**config.mk**
```make
export PLATFORM = sky130hd
export DESIGN_NAME = mem_wb_stage
export DESIGN_NICKNAME = d
export VERILOG_FILES = /design/src/rtl/mem_wb_stage.sv
export SDC_FILE = /design/constraint.sdc
export NUM_CORES = 1
export LEC_CHECK = 0
export ABC_AREA = 0
export CAP_MARGIN = 20
export CORE_ASPECT_RATIO = 0.75
export CORE_UTILIZATION = 46
export CTS_CLUSTER_SIZE = 28
export DETAILED_ROUTE_END_ITERATION = 12
export PLACE_DENSITY = 0.81
export RECOVER_POWER = 25
export REMOVE_ABC_BUFFERS = 1
export SLEW_MARGIN = 20
export SYNTH_ARGS = -nofsm -noshare
export SYNTH_HDL_FRONTEND = slang
export SYNTH_SLANG_ARGS = --single-unit
```
**constraint.sdc**
```tcl
create_clock -name clk -period 2.52 [get_ports clk]
set_clock_uncertainty 0.1 [all_clocks]
set_input_delay 0.756 -clock clk [delete_from_list [all_inputs] [get_ports clk]]
set_output_delay 0.756 -clock clk [all_outputs]
set_load 0.02 [all_outputs]
```
**src/rtl/mem_wb_stage.sv**
```systemverilog
// MEM stage and MEM/WB pipeline register: data-memory req/ack handshake, load/store lane formatting.
// Optional MEM_MISALIGN_TRAP_EN: misaligned LH/LHU/SH/LW/SW skip memory and flag misalign_wb instead.
module mem_wb_stage #(
    parameter int XLEN = 32
) (
    input  logic            clk,
    input  logic            rst,
    input  logic            valid_mem,
    input  logic [XLEN-1:0] alu_result_mem,
    input  logic [XLEN-1:0] store_data_mem,
    input  logic [XLEN-1:0] pc_plus4_mem,
    input  logic [4:0]      rd_mem,
    input  logic            regwrite_mem,
    input  logic            memread_mem,
    input  logic            memwrite_mem,
    input  logic [2:0]      funct3_mem,
    input  logic            memtoreg_mem,
    input  logic            pc_to_reg_mem,
    output logic            dmem_req,
    output logic            dmem_we,
    output logic [XLEN-1:0] dmem_addr,
    output logic [XLEN-1:0] dmem_wdata,
    output logic [3:0]      dmem_wstrb,
    input  logic            dmem_ack,
    input  logic [XLEN-1:0] dmem_rdata,
    output logic            stall_mem,
    output logic            valid_wb,
    output logic [XLEN-1:0] alu_result_wb,
    output logic [XLEN-1:0] mem_load_data_wb,
    output logic [XLEN-1:0] pc_plus4_wb,
    output logic [4:0]      rd_wb,
    output logic            regwrite_wb,
    output logic            memtoreg_wb,
    output logic            pc_to_reg_wb,
    output logic            misalign_wb
);
    typedef enum logic {S_IDLE, S_REQ} state_t;

    state_t          r_state, w_state_next;
    logic [1:0]      r_off;
    logic [2:0]      r_funct3;
    logic            r_is_load;
    logic            r_regwrite, r_memtoreg, r_pc_to_reg;
    logic [4:0]      r_rd;
    logic [XLEN-1:0] r_alu, r_pc4;

    logic            w_is_mem, w_is_load, w_misalign, w_issue;
    logic [1:0]      w_off;
    logic [3:0]      w_wstrb;
    logic [XLEN-1:0] w_wdata, w_load;
    logic [7:0]      w_byte;
    logic [15:0]     w_half;

    assign w_is_mem  = valid_mem & (memread_mem | memwrite_mem);
    assign w_is_load = memread_mem & ~memwrite_mem;
    assign w_off     = alu_result_mem[1:0];

`ifdef MEM_MISALIGN_TRAP_EN
    always_comb begin
        w_misalign = 1'b0;
        if (w_is_mem) begin
            case (funct3_mem)
                3'b001:  w_misalign = w_off[0];
                3'b101:  w_misalign = w_is_load & w_off[0];
                3'b010:  w_misalign = |w_off;
                default: w_misalign = 1'b0;
            endcase
        end
    end
`else
    assign w_misalign = 1'b0;
`endif

    assign w_issue = w_is_mem & ~w_misalign;

    always_comb begin
        w_wstrb = 4'b0000;
        w_wdata = store_data_mem;
        case (funct3_mem)
            3'b000: begin
                w_wstrb = 4'b0001 << w_off;
                w_wdata = {4{store_data_mem[7:0]}};
            end
            3'b001: begin
                w_wstrb = 4'b0011 << {w_off[1], 1'b0};
                w_wdata = {2{store_data_mem[15:0]}};
            end
            3'b010:  w_wstrb = 4'b1111;
            default: w_wstrb = 4'b0000;
        endcase
    end

    // Lane selection uses the offset latched at issue; rdata is only valid in the ack cycle.
    always_comb begin
        case (r_off)
            2'd0:    w_byte = dmem_rdata[7:0];
            2'd1:    w_byte = dmem_rdata[15:8];
            2'd2:    w_byte = dmem_rdata[23:16];
            default: w_byte = dmem_rdata[31:24];
        endcase
        w_half = r_off[1] ? dmem_rdata[31:16] : dmem_rdata[15:0];
        case (r_funct3)
            3'b000:  w_load = {{24{w_byte[7]}}, w_byte};
            3'b100:  w_load = {24'd0, w_byte};
            3'b001:  w_load = {{16{w_half[15]}}, w_half};
            3'b101:  w_load = {16'd0, w_half};
            default: w_load = dmem_rdata;
        endcase
    end

    always_ff @(posedge clk) begin
        if (rst) r_state <= S_IDLE;
        else     r_state <= w_state_next;
    end

    always_comb begin
        w_state_next = r_state;
        stall_mem    = 1'b0;
        case (r_state)
            S_IDLE: begin
                stall_mem = w_issue;
                if (w_issue) w_state_next = S_REQ;
            end
            S_REQ: begin
                stall_mem = ~dmem_ack;
                if (dmem_ack) w_state_next = S_IDLE;
            end
            default: w_state_next = S_IDLE;
        endcase
    end

    always_ff @(posedge clk) begin
        if (rst) begin
            dmem_req <= 1'b0; dmem_we <= 1'b0; dmem_addr <= '0; dmem_wdata <= '0; dmem_wstrb <= 4'b0;
            r_off <= 2'b0; r_funct3 <= 3'b0; r_is_load <= 1'b0; r_regwrite <= 1'b0;
            r_memtoreg <= 1'b0; r_pc_to_reg <= 1'b0; r_rd <= 5'd0; r_alu <= '0; r_pc4 <= '0;
            valid_wb <= 1'b0; alu_result_wb <= '0; mem_load_data_wb <= '0; pc_plus4_wb <= '0;
            rd_wb <= 5'd0; regwrite_wb <= 1'b0; memtoreg_wb <= 1'b0; pc_to_reg_wb <= 1'b0;
        end else if (r_state == S_IDLE) begin
            if (w_issue) begin
                dmem_req    <= 1'b1;
                dmem_we     <= memwrite_mem;
                dmem_addr   <= {alu_result_mem[XLEN-1:2], 2'b00};
                dmem_wdata  <= w_wdata;
                dmem_wstrb  <= memwrite_mem ? w_wstrb : 4'b0000;
                r_off       <= w_off;
                r_funct3    <= funct3_mem;
                r_is_load   <= w_is_load;
                r_regwrite  <= regwrite_mem;
                r_memtoreg  <= memtoreg_mem;
                r_pc_to_reg <= pc_to_reg_mem;
                r_rd        <= rd_mem;
                r_alu       <= alu_result_mem;
                r_pc4       <= pc_plus4_mem;
                valid_wb    <= 1'b0;
                regwrite_wb <= 1'b0;
            end else begin
                valid_wb         <= valid_mem;
                regwrite_wb      <= valid_mem & regwrite_mem & ~w_misalign;
                alu_result_wb    <= alu_result_mem;
                mem_load_data_wb <= '0;
                pc_plus4_wb      <= pc_plus4_mem;
                rd_wb            <= rd_mem;
                memtoreg_wb      <= memtoreg_mem;
                pc_to_reg_wb     <= pc_to_reg_mem;
            end
        end else if (dmem_ack) begin
            dmem_req         <= 1'b0;
            valid_wb         <= 1'b1;
            regwrite_wb      <= r_regwrite;
            alu_result_wb    <= r_alu;
            mem_load_data_wb <= r_is_load ? w_load : '0;
            pc_plus4_wb      <= r_pc4;
            rd_wb            <= r_rd;
            memtoreg_wb      <= r_memtoreg;
            pc_to_reg_wb     <= r_pc_to_reg;
        end
    end

`ifdef MEM_MISALIGN_TRAP_EN
    logic r_misalign;
    always_ff @(posedge clk) begin
        if (rst)                      r_misalign <= 1'b0;
        else if (r_state == S_IDLE)   r_misalign <= w_misalign;
        else                          r_misalign <= 1'b0;
    end
    assign misalign_wb = r_misalign;
`else
    assign misalign_wb = 1'b0;
`endif
endmodule

```
### Yosys cells after proc, flatten, opt, wreduce, memory -nomap -nowiden

Index checks and enable logic that the tools add are counted.
Widths: inputs -> output; s select.

| word-level totals | value |
|---|---|
| word-level logic and storage cells | 86 |
| bits in registers | 252 |
| output and inout port bits | 177 |
| input port bits | 145 |

| operators by class | value |
|---|---|
| eq/ne operators | 9 |
| mux-type cells | 38 |
| shifts and indexed selects | 2 |
| bitwise logic cells | 7 |
| reduce and logical (&&, ||, !) cells | 7 |

Operator list:

| cell | number |
|---|---|
| $mux 32 | 10 |
| $pmux 32 s4 | 1 |
| $pmux 32 s2 | 1 |
| $pmux 8 s3 | 1 |
| $mux 1 | 17 |
| $mux 16 | 1 |
| $mux 5 | 3 |
| $pmux 4 s3 | 1 |
| $eq 3x1->1 const B | 2 |
| $eq 3x3->1 const B | 2 |
| $logic_not 3->1 | 2 |
| $reduce_and 2->1 | 3 |
| $mux 4 | 1 |
| $ne 2x2->1 const B | 2 |
| $pmux 1 s2 | 2 |
| $shl 1x2->4 const A | 1 |
| $shl 2x2->4 const A | 1 |
| $and 1x1->1 | 3 |
| $eq 3x2->1 const B | 1 |
| $not 1->1 | 3 |
| $eq 2x1->1 const B | 1 |
| $eq 2x2->1 const B | 1 |
| $logic_not 2->1 | 1 |
| $reduce_bool 2->1 | 1 |
| $or 1x1->1 | 1 |

### Longest topological paths before layout

Gate-level depths: netlist of run 1.

| depth | value |
|---|---|
| depth after elaboration | 6 |
| mapped depth | 7 |
| depth with buffers taken out | 4 |

### Worst setup path before layout of run 1

Ideal clock, no wire load.

| path | value |
|---|---|
| path type | input port to output port |
| start point | in memwrite_mem |
| end point | out stall_mem |
| arrival | 1620 ps |
| data required time | 1664 ps |
| buffers on the path | 3 |
| setup slack | 44 ps |
| stages | 6 |
| path through | o21ai_1 -> mux2_2 -> buf_6 -> buf_6 -> buf_6 -> inv_1 |

| between the ends | value |
|---|---|
| longest elaborated chain between the ends | 3 |

Ends and longest elaborated chain:

| item | RTL line | source |
|---|---|---|
| start: declaration | 15 | `input logic memwrite_mem,` |
| $or 1x1->1 | 54 | `assign w_is_mem = valid_mem & (memread_mem \| memwrite_mem);` |
| $and 1x1->1 | 54 |  |
| $pmux 1 s2 | 119 | `case (r_state)` |
| end: declaration | 26 | `output logic stall_mem,` |

No other way between the ends.

### Final worst setup path of run 1

Ends and elaborated chain as after synthesis.

==> results of run 1 <==
[path summary, 6_finish.rpt]
check / end / cells after the start / startpoint / slack (ps)
hold reg to reg: dmem_wdata[3] / 2 / dmem_wdata[3] / 350
setup / recovery: stall_mem / 5 / memwrite_mem / 90
hold / removal: dmem_wdata[3] / 2 / dmem_wdata[3] / 350
setup reg to reg: dmem_wstrb[0] / 5 / r_state / 180
[critical path: cells and delay by family]
kind	cells	cell delay [ps]
AO/OA/AOI/OAI	1	170
buffers and inverters	3	430
multiplexers	1	220
[cells by family after synthesis]
family                 Yosys count
AOI/OAI and AO/OA              258
DFF                            220
other                            1
muxes                          101
buffers and inverters          125
and+or+nand+nor                345
[report_power, final]
part           total, mW  internal (mW)  switching [mW]
Combinational       1.77          0.832           0.938
Clock               3.28           1.93            1.35
Sequential          3.85           3.71           0.139
Total               8.90           6.47            2.43
[per-stage QoR]
step	util [%]	setup slack [ps]	std cells	power (mW)	setup TNS (ps)
CTS	67.7	87.4	1575	9.01	0
global placement	64.0	-662	1536	5.69	-31520
finish	67.3	91.0	1576	8.90	0
detailed placement	64.0	-658	1536	5.72	-34990
floorplan	-	-4430	931	4.80	-756530
global route	67.3	17.8	1576	9.29	0
[final cells by class]
cell class | count | area, um2
Sequential cell | 220 | 4410
Clock buffer | 33 | 663
Tap cell | 253 | 317
Antenna cell | 1 | 2.50
Multi-Input combinational cell | 707 | 4320
Clock inverter | 6 | 61.3
Timing Repair Buffer | 352 | 3470
Fill cell | 1587 | 6450
Inverter | 4 | 15.0
[routing by layer]
metal,share of wire [%],up-vias
met3,9.4,43
met1,41,3970
met5,0.044,-
met2,47,297
li1,-,4142
met4,2.3,2
[cells in the final DEF (no fill, tap or decap), types with 4 or more instances in the layout]
master and instances:
o2bb2ai_1 7, nand2b_1 10, dlygate4sd2_1 4, mux2i_1 89, a221o_1 16, o21ai_0 12, a211oi_2 20, nor2b_1 4
nor2_1 97, a21oi_1 100, clkdlybuf4s50_1 306, mux2_2 9, a221oi_1 5, a211oi_1 63, clkbuf_1 9, dfxtp_1 219
a32o_1 8, clkinv_2 4, buf_12 4, a311oi_1 8, dlygate4sd3_1 6, o211ai_1 10, clkbuf_8 5, buf_4 21
nand2_1 221, clkbuf_16 23
==> metrics.md, run 1 <==
| Metric | Value |
|---|---|
| Outcome | `completed` |
| Post-CTS Hold Buffers | `0` |
| Seq/Total Area, Yosys | `46.7%` |
| First-pass GRT wire length | `approximately 44000 um` |
| GPL Wtd Cong | `0.834` |
| Drt via density | `5.36` |
| Critical-path top delay cell | `dlygate4sd2_1` |
| Fin crit share | `96.4%` |
| # H-tree levels | `1` |
| Power density cells | `671 nW/um2` |
| Worst hold margin | `350 ps` |
| Crit start category | `primary input` |
| Main combinational cell family by area after synthesis | `compound AO/OA/AOI/OAI gates` |
| Maximum root-to-sink buffer count | `3` |
| Post-CTS setup buffers | `0` |
| Max Cap Viol | `0` |
| Mean routed wirelength per cell | `17.3 um` |
| Top cell type's share of synthesized area | `~47%` |
| Primary FF master, synth | `dfxtp_1` |
| NumNets Final | `about 1500` |
| Final setup vio count | `0` |
| Ys Warns | `0` |
| Post-DP HPWL | `18900 um` |
| Data arrival time of the worst path | `1570 ps` |
| I/O Pins | `322` |
| CTS clk-pin slew, worst paths | `roughly 60 ps` |
| Post-route cell area | `between 10000 and 15000 um2` |
| Synth cell types | `42` |
| Synth area leader | `dfxtp_1` |
| Post-DP Area | `~13000 um2` |
| Most Crowded Layer GR | `met2` |
| Critical path class | `in -> out` |
| Syn Std Cell Area | `roughly 9400 um2` |
| Global Route met2 Usage | `42.8%` |
| Yosys reg bits | `220` |
| Synth Area in Adders | `0%` |
| Ranking of synthesized cells by area | `dfxtp_1, mux2i_1, nand2_1, a21oi_1, a211oi_1` |
| Mean Syn Cell Area | `8.98 um2` |
| Xor/xnor share of the synthesized area | `0%` |
| Post-synthesis mux area share | `around 11%` |
| Crit-path max cell delay | `260 ps` |
| Final hold violations | `0` |
| Core area | `19700 um2` |
| GRT Util Overall | `roughly a quarter` |
| Most instantiated cells after synthesis | `nand2_1, dfxtp_1, a21oi_1` |
| DRT antenna net count | `0` |
| Die Y | `126 um` |
| Vias in the first global route | `between 8000 and 9000` |
| Root buffer cell | `clkbuf_16` |
| Worst IR drop on VDD | `roughly 0.44 mV` |
| Post-synth EDFFs | `0` |
| Global Route met3 Usage | `under 10%` |
| Max-slew violations | `0` |
| Ys async rst share | `0%` |
| DR DRC count | `0` |
| Crit end category | `primary output` |
| Clk Latency, worst-skew pair | `500 ps` |
| Die Area | `21100 um2` |
| RSZ-0062 raised after global routing | `no` |
| Fmax | `412 MHz` |
| Initial antenna violation count | `2` |
| Post-Syn Instances | `1050` |
| Simple-Gate Fraction of Synth Area | `approximately 15%` |
| TritonCTS sink count | `220` |
| Met1 Track Usage GR | `30.8%` |
| Crit-path max FO | `2` |
| Lkg Pwr | `4.88 nW` |
| DR pass1 iterations | `5` |
| Cells along the critical path | `dlygate4sd2_1, o21ai_2, mux2_4, inv_2, buf_6` |
| Top-count cell post-synth | `nand2_1` |
| CTS buffer count | `23` |
| Worst Path Required | `1660 ps` |
| Worst hold path class | `reg -> reg` |
| Slew @ Worst Pin | `998 ps` |
| Starting density of the core | `47.9%` |
| Clock tree from TritonCTS | `yes` |
| Fraction of layout instances using a drive strength above 1 | `8.25%` |
| Via count | `8454` |
| Die Wd | `167 um` |
| Post-route minimum period | `2430 ps` |
| Normalized max-slew margin | `33.4%` |
| Port bufs | `between 300 and 400` |
| Initial drt markers | `489` |
| Synth Area in Compound Gates | `19.6%` |
| Standard-cell rows | `44` |
| DRT Wirelength | `27300 um` |
| Gr ovfl total | `0` |
| Largest net degree at the start of global routing | `78` |
| Area Overhead vs Synth | `40.6%` |
| Post_cts resized | `12` |
Note: power is estimated with default switching activity, not from simulation.
==> inputs of run 2 (changes only) <==
- CELL_PAD_IN_SITES_DETAIL_PLACEMENT: unset -> 0
- CELL_PAD_IN_SITES_GLOBAL_PLACEMENT: unset -> 1
- CORE_UTILIZATION: 46 -> 33
- PLACE_DENSITY: 0.81 -> unset
- PLACE_DENSITY_LB_ADDON: unset -> 0.1
==> run 2 against run 1 <==
Core utilization fell by 19 points. Largest cell class unchanged. Critical path depth did not move. Final area rose by 3.0%. Fmax fell by 0.31%. Sequential share of layout area fell by 0.97 points. Final cell count rose by 9.6%. Largest power group unchanged. Worst hold slack improved by 0.62 ps. Global-route usage fell by 5.4 points. Power rose by 3.3%. Clock power rose by 6.7%. Sequential power barely moved. First-iteration DRC count fell by 31%.
==> metrics.md, run 2 (synthesized netlist as in run 1, its figures left out) <==
| Metric | Value |
|---|---|
| P_sw | `2.60 mW (+7.2%)` |
| I/O Pins | `322 (unchanged)` |
| Root buffer cell | `clkbuf_16` |
| Final setup vio count | `0 (unchanged)` |
| Comb pwr share | `20.0% (about the same)` |
| CTS clk-pin slew, worst paths | `60 ps (about the same)` |
| Clock tree from TritonCTS | `yes` |
| TritonCTS sink count | `220 (unchanged)` |
| Initial antenna violation count | `3 (+1)` |
| Max Cap Viol | `0 (unchanged)` |
| Cell Int Power | `6.59 mW (+1.8%)` |
| DRT antenna net count | `0 (unchanged)` |
| Mean routed wirelength per cell | `17.5 um (+0.83%)` |
| Data arrival time of the worst path | `1580 ps (about the same)` |
| Gr ovfl total | `0 (unchanged)` |
| DR DRC count | `0 (unchanged)` |
| Power density cells | `673 nW/um2 (+0.26%)` |
| Highest-count cells in the layout ignoring fill and taps | `clkdlybuf4s50_1, nand2_1, dfxtp_1` |
| Fin crit share | `96.7% (+0.30 points)` |
| Outcome | `completed` |
| Vias in the first global route | `7840 (-3.3%)` |
| Drt via density | `4.78 (-11%)` |
| Worst hold path class | `reg -> reg` |
| Setup TNS | `0 ps (unchanged)` |
| Worst IR drop on VDD | `0.475 mV (+8.5%)` |
| GRT Util Overall | `20.1% (-5.4 points)` |
| Worst hold margin | `351 ps (+0.622 ps)` |
| Final hold violations | `0 (unchanged)` |
| Clock share of power | `38.1% (+1.3 points)` |
| Crit end category | `primary output` |
| CTS buffer count | `25 (+8.7%)` |
| Fraction of layout instances using a drive strength above 1 | `9.47% (+1.2 points)` |
| # H-tree levels | `1 (unchanged)` |
| Initial drt markers | `339 (-31%)` |
| Non-filler cells, final | `1728 (+9.6%)` |
| Via count | `8268 (-2.2%)` |
| Sw Ratio | `28.3% (+1.0 points)` |
| Standard-cell rows | `53 (+20%)` |
| Post-DP HPWL | `20800 um (+10%)` |
| Reg2Reg Setup Slack | `410 ps (+230 ps)` |
| Port bufs | `318 (unchanged)` |
| NumNets Final | `1468 (+1.0%)` |
| DRT Wirelength | `30200 um (+11%)` |
| Worst Path Required | `1660 ps (about the same)` |
| First-pass GRT wire length | `45800 um (+5.2%)` |
| Die Wd | `197 um (+18%)` |
| Slew @ Worst Pin | `980 ps (-18.3 ps)` |
| Most common cell after layout, fill and taps aside | `clkdlybuf4s50_1` |
| Crit-path max FO | `2 (unchanged)` |
| Max-slew violations | `0 (unchanged)` |
| Final Core Density | `48.7% (-19 points)` |
| DR pass1 iterations | `6 (+1)` |
| Maximum root-to-sink buffer count | `3 (unchanged)` |
| Overall power | `9.19 mW (+3.3%)` |
| Crit start category | `primary input` |
| Lkg Pwr | `4.99 nW (+2.2%)` |
| Largest net degree at the start of global routing | `116 (+49%)` |
| Inst Count DP | `1680 (+9.4%)` |
| Fraction of power consumed by sequential logic | `41.9% (-1.4 points)` |
| Die Area | `29300 um2 (+39%)` |
| RSZ-0062 raised after global routing | `no` |
| Starting density of the core | `33.6% (-14 points)` |
| Post-route minimum period | `2440 ps (+7.52 ps)` |
| Core area | `28100 um2 (+42%)` |
| Normalized max-slew margin | `34.4% (+0.94 points)` |
| Fmax | `410 MHz (-0.31%)` |
| Area Overhead vs Synth | `44.8%` |
| GPL Wtd Cong | `0.795 (-4.7%)` |
| Post-CTS Hold Buffers | `0 (unchanged)` |
| Critical path class | `in -> out` |
| Fillers | `2749 (+73%)` |
| Clk Latency, worst-skew pair | `540 ps (+40 ps)` |
| Die Y | `148 um (+18%)` |
## run 2: cell types whose count changed in the layout (fill, tap and decap cells not counted), moves of 3 or more
cell | before | now
buf_12 | 4 | 11
clkdlybuf4s50_1 | 306 | 312
buf_4 | 21 | 26
clkbuf_2 | 1 | 4
dlygate4sd3_1 | 6 | 0
## run 2: what timing repair did
item | CTS | global route
hold endpoints to repair | 0 | 0
setup endpoints to repair | 1 | 0
setup buffers | 1 | 0
gates resized for setup | 6 | 0
## run 2: critical path: stages
cell           delay (ps)
dlygate4sd2_1         260
o21ai_2               170
mux2_4                210
inv_1                  50
buf_6                 130
## run 2: area by class of cell
cell class	instances	area, um2	share of cell area [%]
Inverter	4	15.0	0.110
Clock inverter	8	47.5	0.348
Sequential cell	220	4410	32.3
Multi-Input combinational cell	707	4330	31.7
Timing Repair Buffer	365	3650	26.7
Clock buffer	37	731	5.35
Tap cell	385	482	3.53
Antenna cell	2	5.00	0.0366
## run 2: power groups by stage
stage               sequential [mW]  clock, mW  combinational, mW
floorplan                      4.17          0              0.628
global placement               3.92          0               1.86
detailed placement             3.93          0               1.87
CTS                            3.85       3.61               1.88
global route                   3.88       3.76               1.98
finish                         3.85       3.50               1.83
## run 2: metal layers
layer	wire, um	track usage, %
met5	0	0.337
met4	366	4.34
met3	2440	6.60
met2	13000	29.5
met1	14500	28.3
## run 2: worst paths after layout
path / startpoint / to / depth (start not counted)
worst min register to register: dmem_wdata[30] / dmem_wdata[30] / 2
worst max-delay path: memwrite_mem / stall_mem / 5
worst max register to register: r_funct3[0] / mem_load_data_wb[19] / 4
worst min-delay path: dmem_wdata[30] / dmem_wdata[30] / 2
## run 2: through the flow
stage	worst slack, ps	area, um2
2_1_floorplan	-4430	8720
3_3_place_gp	-212	13000
3_5_place_dp	-252	13000
4_1_cts	42.6	13800
5_1_grt	20.5	13700
6_report	83.5	13700
